[config.mk]
export PLATFORM = sky130hd
export DESIGN_NAME = n_bit_isqrt
export DESIGN_NICKNAME = d
export VERILOG_FILES = /design/src/rtl/n_bit_isqrt_pkg.sv /design/src/rtl/n_bit_isqrt_step.sv /design/src/rtl/n_bit_isqrt.sv
export SDC_FILE = /design/constraint.sdc
export NUM_CORES = 1
export LEC_CHECK = 0
export CORE_MARGIN = 2
export CORE_UTILIZATION = 52
export CTS_BUF_LIST = sky130_fd_sc_hd__clkbuf_16
export DETAILED_ROUTE_END_ITERATION = 7
export HOLD_SLACK_MARGIN = 0.08
export PLACE_DENSITY = 0.79
export SLEW_MARGIN = 20
export SYNTH_ARGS = -nofsm -noshare
export SYNTH_HDL_FRONTEND = slang
export SYNTH_SLANG_ARGS = --single-unit
[constraint.sdc]
create_clock -name clk -period 2.1 [get_ports clk]
set_input_delay 0.42 -clock clk [delete_from_list [all_inputs] [get_ports clk]]
set_output_delay 0.42 -clock clk [all_outputs]
set_load 0.01 [all_outputs]
[src/rtl/n_bit_isqrt_pkg.sv]
// Shared definitions for the iterative integer square root: FSM states and counter sizing.
package n_bit_isqrt_pkg;

    typedef enum logic [1:0] {
        IDLE = 2'd0,
        BUSY = 2'd1,
        DONE = 2'd2
    } state_t;

    // Iteration counter width: clog2(n), never below one bit.
    function automatic int unsigned cnt_width(input int unsigned n);
        return (n < 2) ? 1 : $clog2(n);
    endfunction

    localparam int unsigned DEFAULT_N  = 8;
    localparam int unsigned DEFAULT_CW = cnt_width(DEFAULT_N);

endpackage

[src/rtl/n_bit_isqrt_step.sv]
// One restoring digit-recurrence step of the square root: brings in a radicand bit pair, yields one root bit.
module isqrt_step #(
    parameter int unsigned N = 8
) (
    input  logic [N+1:0] rem,
    input  logic [N-1:0] root,
    input  logic [1:0]   pair,
    output logic [N+1:0] rem_next_c,
    output logic [N-1:0] root_next_c
);

    localparam int unsigned RW = N + 2;

    logic [RW-1:0] shifted_c;
    logic [RW-1:0] trial_c;
    logic          fits_c;

    always_comb begin
        shifted_c   = RW'({rem, pair});
        trial_c     = {root, 2'b01};
        fits_c      = (shifted_c >= trial_c);
        rem_next_c  = fits_c ? (shifted_c - trial_c) : shifted_c;
        root_next_c = N'({root, fits_c});
    end

endmodule

[src/rtl/n_bit_isqrt.sv]
// Sequential integer square root: one root bit per clock, N busy cycles per radicand.
module n_bit_isqrt
    import n_bit_isqrt_pkg::*;
#(
    parameter int unsigned N = 8
) (
    input  logic           clk,
    input  logic           rst,
    input  logic           start,
    input  logic [2*N-1:0] radicand,
    output logic [N-1:0]   root,
    output logic [N:0]     remainder,
    output logic           busy,
    output logic           done
);

    localparam int unsigned CW = cnt_width(N);
    localparam int unsigned RW = N + 2;
    localparam int unsigned DW = 2 * N;

    state_t         state;
    state_t         state_nx;
    logic [CW-1:0]  cnt;
    logic [DW-1:0]  rad;
    logic [RW-1:0]  rem_q;
    logic [N-1:0]   root_q;
    logic [RW-1:0]  rem_nx_c;
    logic [N-1:0]   root_nx_c;
    logic           load_c;
    logic           step_c;

    isqrt_step #(.N(N)) u_step (
        .rem         (rem_q),
        .root        (root_q),
        .pair        (rad[DW-1 -: 2]),
        .rem_next_c  (rem_nx_c),
        .root_next_c (root_nx_c)
    );

    always_ff @(posedge clk or posedge rst) begin
        if (rst) begin
            state <= IDLE;
        end else begin
            state <= state_nx;
        end
    end

    // Start is honoured from IDLE and DONE only, so DONE can chain straight into BUSY.
    always_comb begin
        state_nx = state;
        load_c   = 1'b0;
        step_c   = 1'b0;
        case (state)
            IDLE: begin
                if (start) begin
                    load_c   = 1'b1;
                    state_nx = BUSY;
                end
            end
            BUSY: begin
                step_c = 1'b1;
                if (cnt == '0) begin
                    state_nx = DONE;
                end
            end
            DONE: begin
                if (start) begin
                    load_c   = 1'b1;
                    state_nx = BUSY;
                end else begin
                    state_nx = IDLE;
                end
            end
            default: state_nx = IDLE;
        endcase
    end

    always_ff @(posedge clk or posedge rst) begin
        if (rst) begin
            cnt    <= '0;
            rad    <= '0;
            rem_q  <= '0;
            root_q <= '0;
        end else if (load_c) begin
            cnt    <= CW'(N - 1);
            rad    <= radicand;
            rem_q  <= '0;
            root_q <= '0;
        end else if (step_c) begin
            cnt    <= cnt - CW'(1);
            rad    <= rad << 2;
            rem_q  <= rem_nx_c;
            root_q <= root_nx_c;
        end
    end

    // Final remainder never exceeds 2*root, so the top datapath bit is always zero here.
    assign root      = root_q;
    assign remainder = rem_q[N:0];
    assign busy      = (state == BUSY);
    assign done      = (state == DONE);

endmodule

Word-level counts from Yosys, hierarchy flattened. Cells that the tools add are included.

Register bits: 38. Input port bits: 19. Output and inout port bits: 19. Word-level logic and storage cells: 33.

Add/subtract/negate cells: 2. Order comparisons: 1. Equal/unequal tests: 4. Multiplexer cells: 16. Reduce and logical (&&, ||, !) cells: 5.

Operator list (number): 16-bit 2-to-1 mux (2); 9-bit 2-to-1 mux (3); 8-bit 2-to-1 mux (2); 10-bit greater-or-equal comparator (1); 9-bit subtractor (1); 3-bit 2-to-1 mux (2); 2-bit case mux with 3 select lines (1); 1-bit 2-to-1 mux (4); 2-bit 2-to-1 mux (2); 3-bit zero test (1); 3-bit by 1-bit subtractor with 3-bit output, second input constant (1); 2-bit by 1-bit == test with 1-bit output, second input constant (1); 2-bit == test, second input constant (1); 2-bit zero test (1); 2-bit by 1-bit inequality test with 1-bit output, second input constant (1); 2-bit inequality test, second input constant (1); 2-bit AND reduction (1); 2-bit nonzero test (1); 2-bit OR reduction (1).

Longest topological paths before layout. Gate-level depths: netlist of run 1.

Depth after elaboration: 4. Depth in mapped cells: 8. Mapped depth without buffers: 7.

Modules after synthesis. Synthesis of run 1 repeated with hierarchy kept, for this count alone.

Cell total of the unflattened synthesis: 285. Area, all modules: 2787.7 um2.

Modules (own cells, without submodules): n_bit_isqrt (times used 1, cells each 201, area an instance 2119.5 um2, seq. area each 975.9 um2); isqrt_step (times used 1, cells each 84, area an instance 668.1 um2, seq. area each 0.0 um2).

Worst setup path after synthesis of run 1. Ideal clock, no wire load.

Path kind: register to register. From: register root_q[3], in the netlist root[3]. To: register rem_q[8]. Library setup time: 0.124 ns. Data arrival time: 1.826 ns. Data required time: 1.976 ns. Path slack: 0.150 ns. Cell stages (with the launch flop): 7. Path buffers: 0. Clock period less this slack: 1.950 ns. Cells stage by stage: dfrtp_1 -> inv_1 -> ha_1 -> a21o_2 -> a31oi_2 -> mux2_4 -> o31a_1.

Word-level cells in the longest chain between the ends: 4. Elaborated cells on any way between the ends: 5. Those cells by class: 1 x add/sub; 1 x order compare; 3 x mux.

RTL lines: start: declaration (line n_bit_isqrt.sv:26) `logic [N-1:0] root_q;`; start signal: assignment (line n_bit_isqrt.sv:93) `root_q <= root_nx_c;`; 9-bit subtractor / 10-bit greater-or-equal comparator (equally long branches) (line n_bit_isqrt_step.sv:22, n_bit_isqrt_step.sv:21); 9-bit 2-to-1 mux * (line n_bit_isqrt_step.sv:22) `rem_next_c = fits_c ? (shifted_c - trial_c) : shifted_c;`; 9-bit 2-to-1 mux * (line n_bit_isqrt.sv:89) `end else if (step_c) begin`; 9-bit 2-to-1 mux * (line n_bit_isqrt.sv:84) `end else if (load_c) begin`; end signal: assignment (line n_bit_isqrt.sv:92) `rem_q <= rem_nx_c;`; end: declaration (line n_bit_isqrt.sv:25) `logic [RW-1:0] rem_q;`.

Every way passes the cells marked *; elsewhere a longest branch is shown, timed or not. The select of a mux whose other input is x is not followed. A chain may end at the register's enable or synchronous reset.

Worst setup path in the final report of run 1.
From: register state[1]. To: output port busy.

Word-level cells in the longest chain between the ends: 1.

RTL lines: start: declaration (line n_bit_isqrt.sv:21) `state_t state;`; start signal: assignment (line n_bit_isqrt.sv:44) `state <= state_nx;`; 2-bit by 1-bit == test with 1-bit output (line n_bit_isqrt.sv:100) `assign busy = (state == BUSY);`; end: declaration (line n_bit_isqrt.sv:13) `output logic busy,`.

Every way passes these cells.

==> results of run 1 <==
## metal layers
layer | track usage (%) | vias up | share of wire [%] | wire length (µm)
li1 | - | 871 | - | -
met1 | 29.7 | 818 | 47 | 2090
met2 | 34.0 | 33 | 48 | 2130
met3 | 3.83 | 8 | 3.5 | 154
met4 | 9.69 | 0 | 1.7 | 76
met5 | 0 | - | 0 | 0
## critical path: cells and delay by family (launching register included)
kind          cells  cell delay [ns]
flops             1             0.36
buf+inv           2             0.78
simple gates      1             0.16
## final timing paths
path | start | end | slack, ns
worst max-delay path | state[1] | busy | 0.09
worst min-delay path | rad[13] | rad[13] | 0.48
worst max register to register | root[1] | rem_q[8] | 0.12
worst min register to register | rad[13] | rad[13] | 0.48
max in group asynchronous | rst | rem_q[0] | 1.22
min in group asynchronous | rst | rad[1] | 0.55
## cell families (layout without fill, tap and decap cells)
| group | after synthesis | count (layout) | share of synthesized area, % |
|---|---|---|---|
| AOI/OAI and AO/OA | 60 | 60 | 20.0 |
| xor gates and xnor gates | 8 | 8 | 3.37 |
| adders and majority gates | 12 | 12 | 7.22 |
| buffers and inverters | 25 | 72 | 5.00 |
| DFF | 38 | 38 | 45.8 |
| muxes | 6 | 6 | 3.13 |
| and+or+nand+nor | 74 | 74 | 15.5 |
## what timing repair did
action | CTS | global route
buffers inserted | 0 | 3
resized for setup | 0 | 1
endpoints found under the setup margin | 0 | 7
## cell type report
type / instances / area, µm²
sequential: 38 / 951
clock inverter: 3 / 16.3
clock buffer: 5 / 125
tap: 48 / 60.1
fill: 303 / 1030
multi-input combinational: 160 / 1030
inverter: 14 / 52.6
timing repair buffer: 50 / 480
## cell usage in the layout (no fill, tap or decap), drive strengths merged, types with 2 or more instances in the layout
cell and count:
a21oi 8, a221o 2, a22o 3, a31oi 11, a32oi 2, buf 13, clkbuf 5, clkdlybuf4s50 37
clkinv 2, dfrtp 38, ha 12, inv 14, mux2i 5, nand2 36, nand2b 5, nor2 19
nor2b 3, nor3 4, o21a 2, o21ai 20, o221ai 2, o22ai 2, o31ai 2, or3 2
xnor2 6, xor2 2
## report_power, final
part	switching [µW]	leakage, µW	internal (µW)
clock network	295	0.0000672	433
registers	240	0.000467	1100
logic	1720	0.000659	1660
total	2250	0.00119	3190
## flip-flops by register name (all words and copies together) (netlist names)
signal  cells
cnt         3
rad        16
rem_q       9
root        8
state       2
## per-stage QoR
| step | instances | power (µW) | setup WS [ns] | cell area (µm²) |
|---|---|---|---|---|
| CTS | 315 | 5250 | 0.0373 | 2670 |
| floorplan | 223 | 3650 | 0.150 | 2080 |
| global route | 318 | 5890 | 0.0211 | 2710 |
| finish | 318 | 5440 | 0.0939 | 2710 |
| detailed placement | 307 | 4520 | 0.0405 | 2530 |
| global placement | 307 | 4420 | 0.121 | 2530 |
==> impl_metrics.tcl, run 1 <==
set metrics [dict create \
    outcome "complete, no violations" \
    netlist_instances 223 \
    synth_top_area_share_pct 45.8 \
    cpMaxStageDelayCell "clkdlybuf4s50_1" \
    cts_tree "done" \
    die_w_um 67.2 \
    rows 22 \
    crit_chain "nand2b_1 -> inv_2 -> clkdlybuf4s50_1" \
    r2r_cells 7 \
    core_mm2 0.00374 \
    ys_top_cells_by_area "dfrtp_1 (46%), ha_1 (7.2%), nand2_1 (6.5%)" \
    crit_fanout 13 \
    numCtsBuffers 5 \
    relSlewSlack_pct 48.5 \
    clk_latency_ns 0.29 \
    yosys_most_used_dff "dfrtp_1" \
    die_h_um 67.2 \
    crit_path_max_incr_delay_ns 0.58 \
    fin_tns_setup_ns 0 \
    period_share_pct 95.5 \
    antenna_found_initial 0 \
    ios 38 \
    netlist_area_mm2 0.00208 \
    report.final.slew_viol_count 0 \
    synth_common_cells "dfrtp_1 (38), nand2_1 (36), nor2_1 (18)" \
    hold_viol_final 0 \
    leakage_uw 0.00119 \
    worst_pin_slew_ns 0.772 \
    powerDensity_mw_per_mm2 2010 \
    setup_violations 0 \
    place.gp.congestion 0.816 \
    synth_fp_nets 254 \
    ir_drop_uv 1130 \
    arrival_ns 1.59 \
    hpwl_mm 3.11 \
    drtAntennaViolNets 0 \
    clock.fmax_mhz 498 \
    fin_hold_ws_ns 0.484 \
    synth.most_common_cell "dfrtp_1" \
    yosysTopAreaCell "dfrtp_1" \
    ctsHtreeMaxLevel 2 \
    grt_setup_unrepaired "no" \
    cp-end-kind "output pin" \
    fin_nets 300 \
    grt_pass1_wl_mm 7.35 \
    yosysSeqAreaShare_pct 45.8 \
    grt_max_degree 39 \
    hold_depth 2 \
    avgSynthCellArea_um2 9.32 \
    synth_edf_count 0 \
    drc 0 \
    cts-root-buf "clkbuf_16" \
    via_per_inst 5.44 \
    clock-sinks 38 \
    start_kind "register" \
    wl_per_cell_um 14.0 \
    area_growth_pct 30.5 \
    max-clock-path-buffers 2 \
    ys_warn_count 0 \
    drt_first_iter_violations 161 \
    finClkSkew_ns 0.00481 \
    grt_overflow 0 \
    ys_ff_latch 38 \
    antenna_cells 0 \
    routed_wirelength_mm 4.46 \
    die_area_mm2 0.00452 \
    num_vias 1730 \
    cts.reportedPaths.clkPinSlew_ns 0.06 \
    fin_crit_ns 2.01 \
    hold_path.class "reg2reg" \
    drtPass1Iterations 4 \
    async_reset_ff_share_pct 100 \
    grt_pass1_vias 1597 \
    maxCapViolCount 0 \
    layout-drive-gt1-share_pct 11.1 \
    synthDistinctLibCells 44 \
    cp.required_ns 1.68 \
    final_util_pct 72.4 \
    grtUsageTotal_pct 21.8 \
    start_util_pct 55.5 \
    criticalPathCategory "reg2out" \
    portBuffers 37 \
    cts_hold_buf 0 \
]
(Power assumes the default switching activity.)
==> run 2: changes to the inputs <==
- CELL_PAD_IN_SITES_DETAIL_PLACEMENT: not set -> 1
- CELL_PAD_IN_SITES_GLOBAL_PLACEMENT: not set -> 1
- CORE_UTILIZATION: 52 -> 39
- PLACE_DENSITY: 0.79 -> not set
- PLACE_DENSITY_LB_ADDON: not set -> 0.1
==> impl_metrics.tcl, run 2 (synthesis gave the netlist of run 1 again) <==
set metrics [dict create \
    ctsHtreeMaxLevel 2 \
    final_util_pct 54.0 \
    via_per_inst 5.14 \
    cts_hold_buf 0 \
    ir_drop_uv 1140 \
    leakage_uw 0.00121 \
    max-clock-path-buffers 2 \
    finClkSkew_ns 0.00589 \
    hold_end "cnt[1]" \
    clk_latency_ns 0.28 \
    final_cell_mix "dfrtp_1 (38), clkdlybuf4s50_1 (37), nand2_1 (36), nor2_1 (18), inv_1 (13)" \
    start_util_pct 40.4 \
    ios 38 \
    crit_fanout 5 \
    outcome "complete, no violations" \
    dp_cells 330 \
    maxCapViolCount 0 \
    drtPass1Iterations 4 \
    routed_wirelength_mm 5.23 \
    worstReg2RegStart "root[3]" \
    hp-start "cnt[1]" \
    clock.fmax_mhz 505 \
    drtAntennaViolNets 0 \
    die_w_um 77 \
    final.fill_count 617 \
    layout-drive-gt1-share_pct 11.2 \
    r2r-end "rem_q[8]" \
    period_share_pct 94.4 \
    fin_hold_ws_ns 0.497 \
    r2r_setup_slack_ns 0.12 \
    setup_violations 0 \
    hold_path.class "reg2reg" \
    fin_tns_setup_ns 0 \
    criticalPathCategory "reg2reg" \
    area_growth_pct 33.7 \
    worst_pin_slew_ns 0.800 \
    report.final.slew_viol_count 0 \
    cts-root-buf "clkbuf_16" \
    fin_crit_ns 1.98 \
    fin_nets 299 \
    antenna_found_initial 0 \
    cts_tree "done" \
    r2r_cells 6 \
    die_h_um 77 \
    hold_depth 2 \
    num_vias 1739 \
    place.gp.congestion 0.749 \
    arrival_ns 2.14 \
    antenna_cells 0 \
    grt_pass1_wl_mm 9.22 \
    die_area_mm2 0.00593 \
    start_kind "register" \
    top_register "rad" \
    core_mm2 0.00514 \
    drc 0 \
    dpl-instance-area_mm2 0.00259 \
    largest_register_ffs 16 \
    cp.required_ns 2.26 \
    powerDensity_mw_per_mm2 2040 \
    rows 26 \
    wl_per_cell_um 15.5 \
    drt_first_iter_violations 63 \
    portBuffers 37 \
    grt_overflow 0 \
    post-route-cell-area_mm2 0.00278 \
    relSlewSlack_pct 46.6 \
    hpwl_mm 3.48 \
    grt_max_degree 39 \
    cts.reportedPaths.clkPinSlew_ns 0.06 \
    final_common_cell "dfrtp_1" \
    hold_viol_final 0 \
    grtUsageTotal_pct 19.5 \
    numCtsBuffers 5 \
    clock-sinks 38 \
    final_cell_count_no_fill 338 \
    grt_setup_unrepaired "no" \
    cp-end-kind "register" \
    grt_pass1_vias 1850 \
]
[run 2: changes by cell type in the layout (fill, tap and decap cells not counted)]
| cell | delta |
|---|---|
| ha_4 | +1 |
| ha_1 | -1 |
| o21ai_1 | -1 |
| bufinv_16 | +1 |
| buf_12 | +1 |
| buf_4 | -2 |
| o21ai_2 | +1 |
| clkinv_2 | -1 |
| clkinvlp_4 | -1 |
[run 2: worst max path at each step]
stage	start	endpoint	cells after the start
final	root[3]	rem_q[8]	6
after global routing	rad[15]	rem_q[1]	8
after CTS	root[3]	rem_q[1]	8
after detailed placement	root[3]	rem_q[1]	8
after global placement	root[3]	rem_q[1]	8
after floorplan	root[3]	rem_q[8]	6
[run 2: routing by layer]
metal / share of wire (%) / global-route usage, %
met3: 3.1 / 4.12
met4: 1.1 / 4.82
met2: 47 / 31.8
met5: 0 / 0
met1: 49 / 26.7
[run 2: what timing repair did]
action	CTS	global route
resized for setup	0	3
buffers inserted	0	1
setup endpoints to repair	0	4
[run 2: per-stage QoR]
stage,total power [µW],setup slack (ns)
after floorplan,3650,0.150
after global placement,4650,0.0587
after detailed placement,4710,0.0378
after CTS,5630,0.000128
after global routing,6190,0.00152
final,5660,0.118
[run 2: power breakdown]
group	internal (µW)	switching, µW	leakage (µW)
clock network	549	287	0.0000773
logic	1690	1790	0.000661
registers	1100	243	0.000467
[run 2: critical path, stage by stage (launching register included)]
cell     delay (ns)
dfrtp_1        0.39
inv_1          0.09
ha_2           0.32
a21o_2         0.23
a31oi_2        0.22
mux2_4         0.32
o31a_1         0.29
[run 2: area by class of cell]
class                      instances  area (µm²)  share of cell area, %
tap                               70        87.6                   3.15
sequential                        38         951                   34.2
clock inverter                     2        33.8                   1.22
inverter                          14        52.6                   1.89
clock buffer                       5         125                   4.50
timing repair buffer              49         485                   17.5
multi-input combinational        160        1040                   37.5
